**config.mk**
```make
export PLATFORM = sky130hd
export DESIGN_NAME = circle_tracer
export DESIGN_NICKNAME = d
export VERILOG_FILES = /design/src/rtl/circle_tracer.sv
export SDC_FILE = /design/constraint.sdc
export NUM_CORES = 1
export LEC_CHECK = 0
export ABC_AREA = 1
export BUFFER_PORTS_ARGS = -buffer_cell sky130_fd_sc_hd__buf_2
export CORE_MARGIN = 3
export CORE_UTILIZATION = 65
export DETAILED_ROUTE_END_ITERATION = 10
export PLACE_DENSITY = 0.91
export SYNTH_ARGS = -nofsm -noshare
export SYNTH_HDL_FRONTEND = slang
export SYNTH_SLANG_ARGS = --single-unit
export TNS_END_PERCENT = 30
```
**constraint.sdc**
```tcl
create_clock -name mclock -period 7.6 [get_ports mclock]
set_input_delay 0.38 -clock mclock [delete_from_list [all_inputs] [get_ports mclock]]
set_output_delay 0.38 -clock mclock [all_outputs]
set_load 0.02 [all_outputs]
```
**src/rtl/circle_tracer.sv**
```systemverilog
// circle_tracer: midpoint-circle point generator with a valid/ready output.
// Each (x,y) step of the midpoint recurrence is emitted as up to eight
// octant-mirrored points around the latched centre (cx,cy).
// Build option: define CIRCLE_TRACER_DEDUP_EN to suppress octant points that
// repeat because they lie on an axis or on a diagonal.
module circle_tracer (
  input  logic               mclock,
  input  logic               rst,
  input  logic               start,
  input  logic signed [15:0] cx,
  input  logic signed [15:0] cy,
  input  logic        [7:0]  r,
  input  logic               out_ready,
  output logic signed [15:0] px,
  output logic signed [15:0] py,
  output logic               pvalid,
  output logic               busy,
  output logic               done
);

`ifdef CIRCLE_TRACER_DEDUP_EN
  localparam bit DEDUP_EN = 1'b1;
`else
  localparam bit DEDUP_EN = 1'b0;
`endif

  typedef enum logic [1:0] {
    IDLE = 2'd0,
    EMIT = 2'd1,
    STEP = 2'd2,
    DONE = 2'd3
  } state_t;

  state_t             state;
  logic signed [15:0] cx_q, cy_q;
  logic signed [15:0] x, y, d;
  logic        [2:0]  k;

  logic signed [15:0] r16;
  logic        [7:0]  emit_mask;
  logic               has_next;
  logic        [2:0]  next_k;
  logic signed [15:0] step_x, step_y, step_d;
  logic               step_done;
  logic        [31:0] pt_start, pt_next, pt_step;

  // Octant mirror of (x,y) for index k, added to the centre with 16-bit wrap.
  function automatic logic [31:0] octant_point(
    input logic signed [15:0] ox,
    input logic signed [15:0] oy,
    input logic signed [15:0] xv,
    input logic signed [15:0] yv,
    input logic        [2:0]  kv
  );
    logic signed [15:0] dx, dy;
    dx = xv;
    dy = yv;
    case (kv)
      3'd0: begin dx =  xv; dy =  yv; end
      3'd1: begin dx =  yv; dy =  xv; end
      3'd2: begin dx = -yv; dy =  xv; end
      3'd3: begin dx = -xv; dy =  yv; end
      3'd4: begin dx = -xv; dy = -yv; end
      3'd5: begin dx = -yv; dy = -xv; end
      3'd6: begin dx =  yv; dy = -xv; end
      default: begin dx = xv; dy = -yv; end
    endcase
    return {16'(ox + dx), 16'(oy + dy)};
  endfunction

  assign r16 = $signed({8'd0, r});

  // Which octant indices are emitted for the current (x,y), and the next one after k.
  always_comb begin
    logic [7:0] m;
    // NOTE: every combinational output gets a default before any branch so no latch is inferred.
    m         = 8'hFF;
    emit_mask = 8'hFF;
    has_next  = 1'b0;
    next_k    = k;
    if (x == 16'sd0)      m = m & ~8'hE8;  // drop k = 3,5,6,7
    if (x == y)           m = m & ~8'hAA;  // drop k = 1,3,5,7
    if (x == 16'sd0 && y == 16'sd0) m = 8'h01;  // radius 0: only the centre once
    if (DEDUP_EN) emit_mask = m;
    for (int j = 7; j >= 1; j--) begin
      if (j > int'(k) && emit_mask[j]) begin
        has_next = 1'b1;
        next_k   = 3'(j);
      end
    end
  end

  // Midpoint recurrence for the STEP state, from the pre-update x, y and d.
  always_comb begin
    step_x = x + 16'sd1;
    step_y = y;
    step_d = d + (x <<< 1) + 16'sd3;
    if (d >= 16'sd0) begin
      step_d = d + ((x - y) <<< 1) + 16'sd5;
      step_y = y - 16'sd1;
    end
    step_done = (step_x > step_y);
  end

  // Candidate point values for the three ways a new point becomes visible.
  always_comb begin
    pt_start = octant_point(cx, cy, 16'sd0, r16, 3'd0);
    pt_next  = octant_point(cx_q, cy_q, x, y, next_k);
    pt_step  = octant_point(cx_q, cy_q, step_x, step_y, 3'd0);
  end

  // Control FSM with registered point, handshake and status outputs.
  always_ff @(posedge mclock or posedge rst) begin
    if (rst) begin
      state  <= IDLE;
      cx_q   <= '0;
      cy_q   <= '0;
      x      <= '0;
      y      <= '0;
      d      <= '0;
      k      <= '0;
      px     <= '0;
      py     <= '0;
      pvalid <= 1'b0;
      busy   <= 1'b0;
      done   <= 1'b0;
    end else begin
      // NOTE: state registers use non-blocking assignments so every update sees pre-edge values.
      case (state)
        IDLE: begin
          done <= 1'b0;
          if (start) begin
            cx_q       <= cx;
            cy_q       <= cy;
            x          <= 16'sd0;
            y          <= r16;
            d          <= 16'sd1 - r16;
            k          <= 3'd0;
            {px, py}   <= pt_start;
            pvalid     <= 1'b1;
            busy       <= 1'b1;
            state      <= EMIT;
          end
        end
        EMIT: begin
          if (out_ready) begin
            if (has_next) begin
              k        <= next_k;
              {px, py} <= pt_next;
            end else begin
              pvalid <= 1'b0;
              state  <= STEP;
            end
          end
        end
        STEP: begin
          d <= step_d;
          x <= step_x;
          y <= step_y;
          k <= 3'd0;
          if (step_done) begin
            done  <= 1'b1;
            state <= DONE;
          end else begin
            {px, py} <= pt_step;
            pvalid   <= 1'b1;
            state    <= EMIT;
          end
        end
        DONE: begin
          done  <= 1'b0;
          busy  <= 1'b0;
          state <= IDLE;
        end
        default: state <= IDLE;
      endcase
    end
  end

endmodule

```
==> results.cfg <==
[global_route]
grtUsageTotal_pct = 37.1
antenna_found_initial = 0
grt_pass1_vias = 12500
gr-total-overflow = 0
grt_max_degree = 77
grt_pass1_wl_mm = 61.1

[synth]
netlist_area_um2 = 12200
synth_edf_count = 0
syn_nets = 2009
syn_area_per_cell_um2 = 6.70
syn_inst = 1823
ys_warn_count = 0
yosys.area.top_type = dfrtp_1
netlist_top_cells_area = dfrtp_1 (25%), nand2_1 (16%), ha_1 (14%), a21oi_1 (6.2%), o21ai_0 (5.3%)
yosysSeqAreaShare_pct = 24.6
synthFlopType = dfrtp_1
async_flop_share_pct = 100
synth_top_area_share_pct = 24.6
ys_ff_latch = 120
synth.distinct_cells = 53

[detailed_routing]
firstDrtPassIters = 6
drt-initial-drc-count = 1622
drc = 0
vias_per_cell = 6.30
ant_nets = 0
vias = 13300
wl_per_cell_um = 18.1
routed_wl_mm = 38.2

[setup_path]
worst-setup-path-type = flip-flop to flip-flop
required_ns = 7.91
endpoint_kind = flip-flop
critical-path-max-stage-delay_ns = 0.46
cp.arrival_ns = 5.02
start_kind = flip-flop
cp_cell_sequence = inv_1, ha_1, nand2_1, nor2_2, nand3_1, nor2_1, nand3_1, nor2_1, xor2_1, a21oi_1, inv_1, ha_1, nand2_1, nor3_1, nand2_1, nor2_1, a21oi_1, nand3_1, nand2_1, buf_4, inv_2, nand3_1, o21a_1
crit_fanout = 35
slowest_stage = inv_2

[die]
dieArea_um2 = 20500
coreArea_um2 = 18200
initial_core_util_pct = 67.1
ios = 79
die_y_um = 143
rows = 49
fp.dieW_um = 143

[run_status]
status = completed

[timing]
tightest_slew_ns = 1.13
rsz0062_at_grt = no
period_minus_slack_ns = 4.71
fin_skew_ns = 0.00987
slew_headroom_pct = 24.0
min_period_over_period_pct = 62.0
finalSetupViolations = 0
max_freq_ghz = 0.212
final_max_slew_viol_count = 0
setup-tns-final_ns = 0
hold_viol_final = 0

[clock_tree]
clock-sinks = 120
htreeDepth = 4
post_cts_buffers = 0
numCtsBuffers = 17
cts_tree = built
cts_hold_buf = 0
cts_buffer_depth = 2
root_buffer = clkbuf_16
clock_latency_ns = 0.43
ctsResizeCount = 0
clk_pin_slew_ns = 0.06

[cells_and_area]
drive_gt1_share_pct = 8.89
fillers = 1480
multi_input_area_um2 = 8240
num_antenna_cells = 0
register_area_um2 = 3000
area.growth.synth_to_final_pct = 8.53
final_nets = 2051

[place]
gp_congestion = 1.07
dpl.hpwl_mm = 28.2
portBuffers = 78

[flow_run]
maxCapViolations = 0

[hold_path]
worstHoldPathType = primary input to async pin
## worst paths after layout
path	startpoint	to	slack, ns	depth (start not counted)
max	y[1]	py[7]	2.89	23
min	rst	py[4]	0.14	2
max reg2reg	y[1]	py[7]	2.89	23
min reg2reg	py[8]	py[8]	0.48	2
max in group asynchronous	rst	y[11]	6.26	3
min in group mclock	cx[4]	cx_q[4]	0.16	3
## critical path, delay by kind of cell (launching register included)
family	cells	cell delay, ns
AO/OA/AOI/OAI	3	0.49
XOR/XNOR	1	0.15
adder cells (fa/ha/maj)	2	0.52
buffers and inverters	4	1.04
flip-flops	1	0.39
AND/OR/NAND/NOR	13	1.98
## flip-flops by register name, summed over array words and instances, names as in the netlist
name and cells:
done 1, pvalid 1, k 3, cx_q 16, x 16, state 2
py 16, d 16, cy_q 16, y 16, px 16, busy 1
## cell type report
cell class / count / area share, %
multi-input combinational: 1454 / 62.2
tap: 229 / 2.16
clock inverter: 12 / 0.896
inverter: 186 / 5.28
sequential: 120 / 22.6
timing repair buffer: 86 / 3.40
clock buffer: 20 / 3.44
## cell families after synthesis
| logic type | count (synthesis) | synth area share, % |
|---|---|---|
| xor+xnor | 66 | 4.79 |
| flops | 120 | 24.6 |
| buf+inv | 249 | 7.97 |
| simple gates | 803 | 27.0 |
| compound gates | 443 | 20.7 |
| fa+ha+maj | 142 | 14.9 |
## synthesized netlist by cell type (3+ instances only)
| library cell | count |
|---|---|
| a21boi_1 | 3 |
| a21o_1 | 10 |
| a21oi_1 | 152 |
| a221oi_1 | 7 |
| a22oi_1 | 8 |
| a31oi_1 | 10 |
| buf_2 | 16 |
| clkbuf_1 | 44 |
| dfrtp_1 | 120 |
| fa_1 | 6 |
| ha_1 | 136 |
| inv_1 | 162 |
| inv_2 | 22 |
| nand2_1 | 506 |
| nand2_2 | 3 |
| nand3_1 | 100 |
| nand4_1 | 6 |
| nor2_1 | 141 |
| nor2_2 | 6 |
| nor2_4 | 3 |
| nor3_1 | 22 |
| o2111ai_1 | 7 |
| o211ai_1 | 24 |
| o21a_1 | 5 |
| o21ai_0 | 129 |
| o21ai_1 | 37 |
| o21ai_2 | 3 |
| o21bai_1 | 11 |
| o221ai_1 | 5 |
| o22ai_1 | 16 |
| o31ai_1 | 8 |
| or2_2 | 6 |
| xnor2_1 | 13 |
| xor2_1 | 52 |
## through the flow
stage          area (µm²)  utilization, %  hold WS, ns  setup WS [ns]  cells
3_3_place_gp        12700            69.7        0.459           3.09   2075
6_report            13300            72.8        0.140           2.89   2107
2_1_floorplan       12200               -        0.455           4.03   1823
4_1_cts             13300            72.8        0.152           3.08   2107
3_5_place_dp        12700            69.7        0.459           3.10   2075
5_1_grt             13300            72.8        0.166           2.59   2107
## cell usage in the layout, fill, tap and decap left out, types with 7 or more instances in the layout
master     instances
nand2_1          506
a21oi_1          152
o31ai_1            8
inv_1            161
a22oi_1            8
o22ai_1           16
inv_2             22
nor2_1           141
o21bai_1          11
o21ai_0          129
nor3_1            22
xor2_1            52
xnor2_1           13
a221oi_1           7
clkbuf_16         17
o2111ai_1          7
dfrtp_1          120
buf_2             78
nand3_1          100
buf_4              8
ha_1             135
a31oi_1           10
a21o_1            10
o21ai_1           37
o211ai_1          24
## per-layer routing
layer  track usage [%]  vias to the layer above  routed length, µm
li1                  -                     6214                  -
met1              49.4                     6054              15400
met2              58.1                      853              17200
met3              8.44                      145               4000
met4              16.3                        0               1590
met5                 0                        -                  0
Power is left out: the tool's default activity adds up to more than one toggle a clock period on the data nets, which glitch-free logic cannot reach.
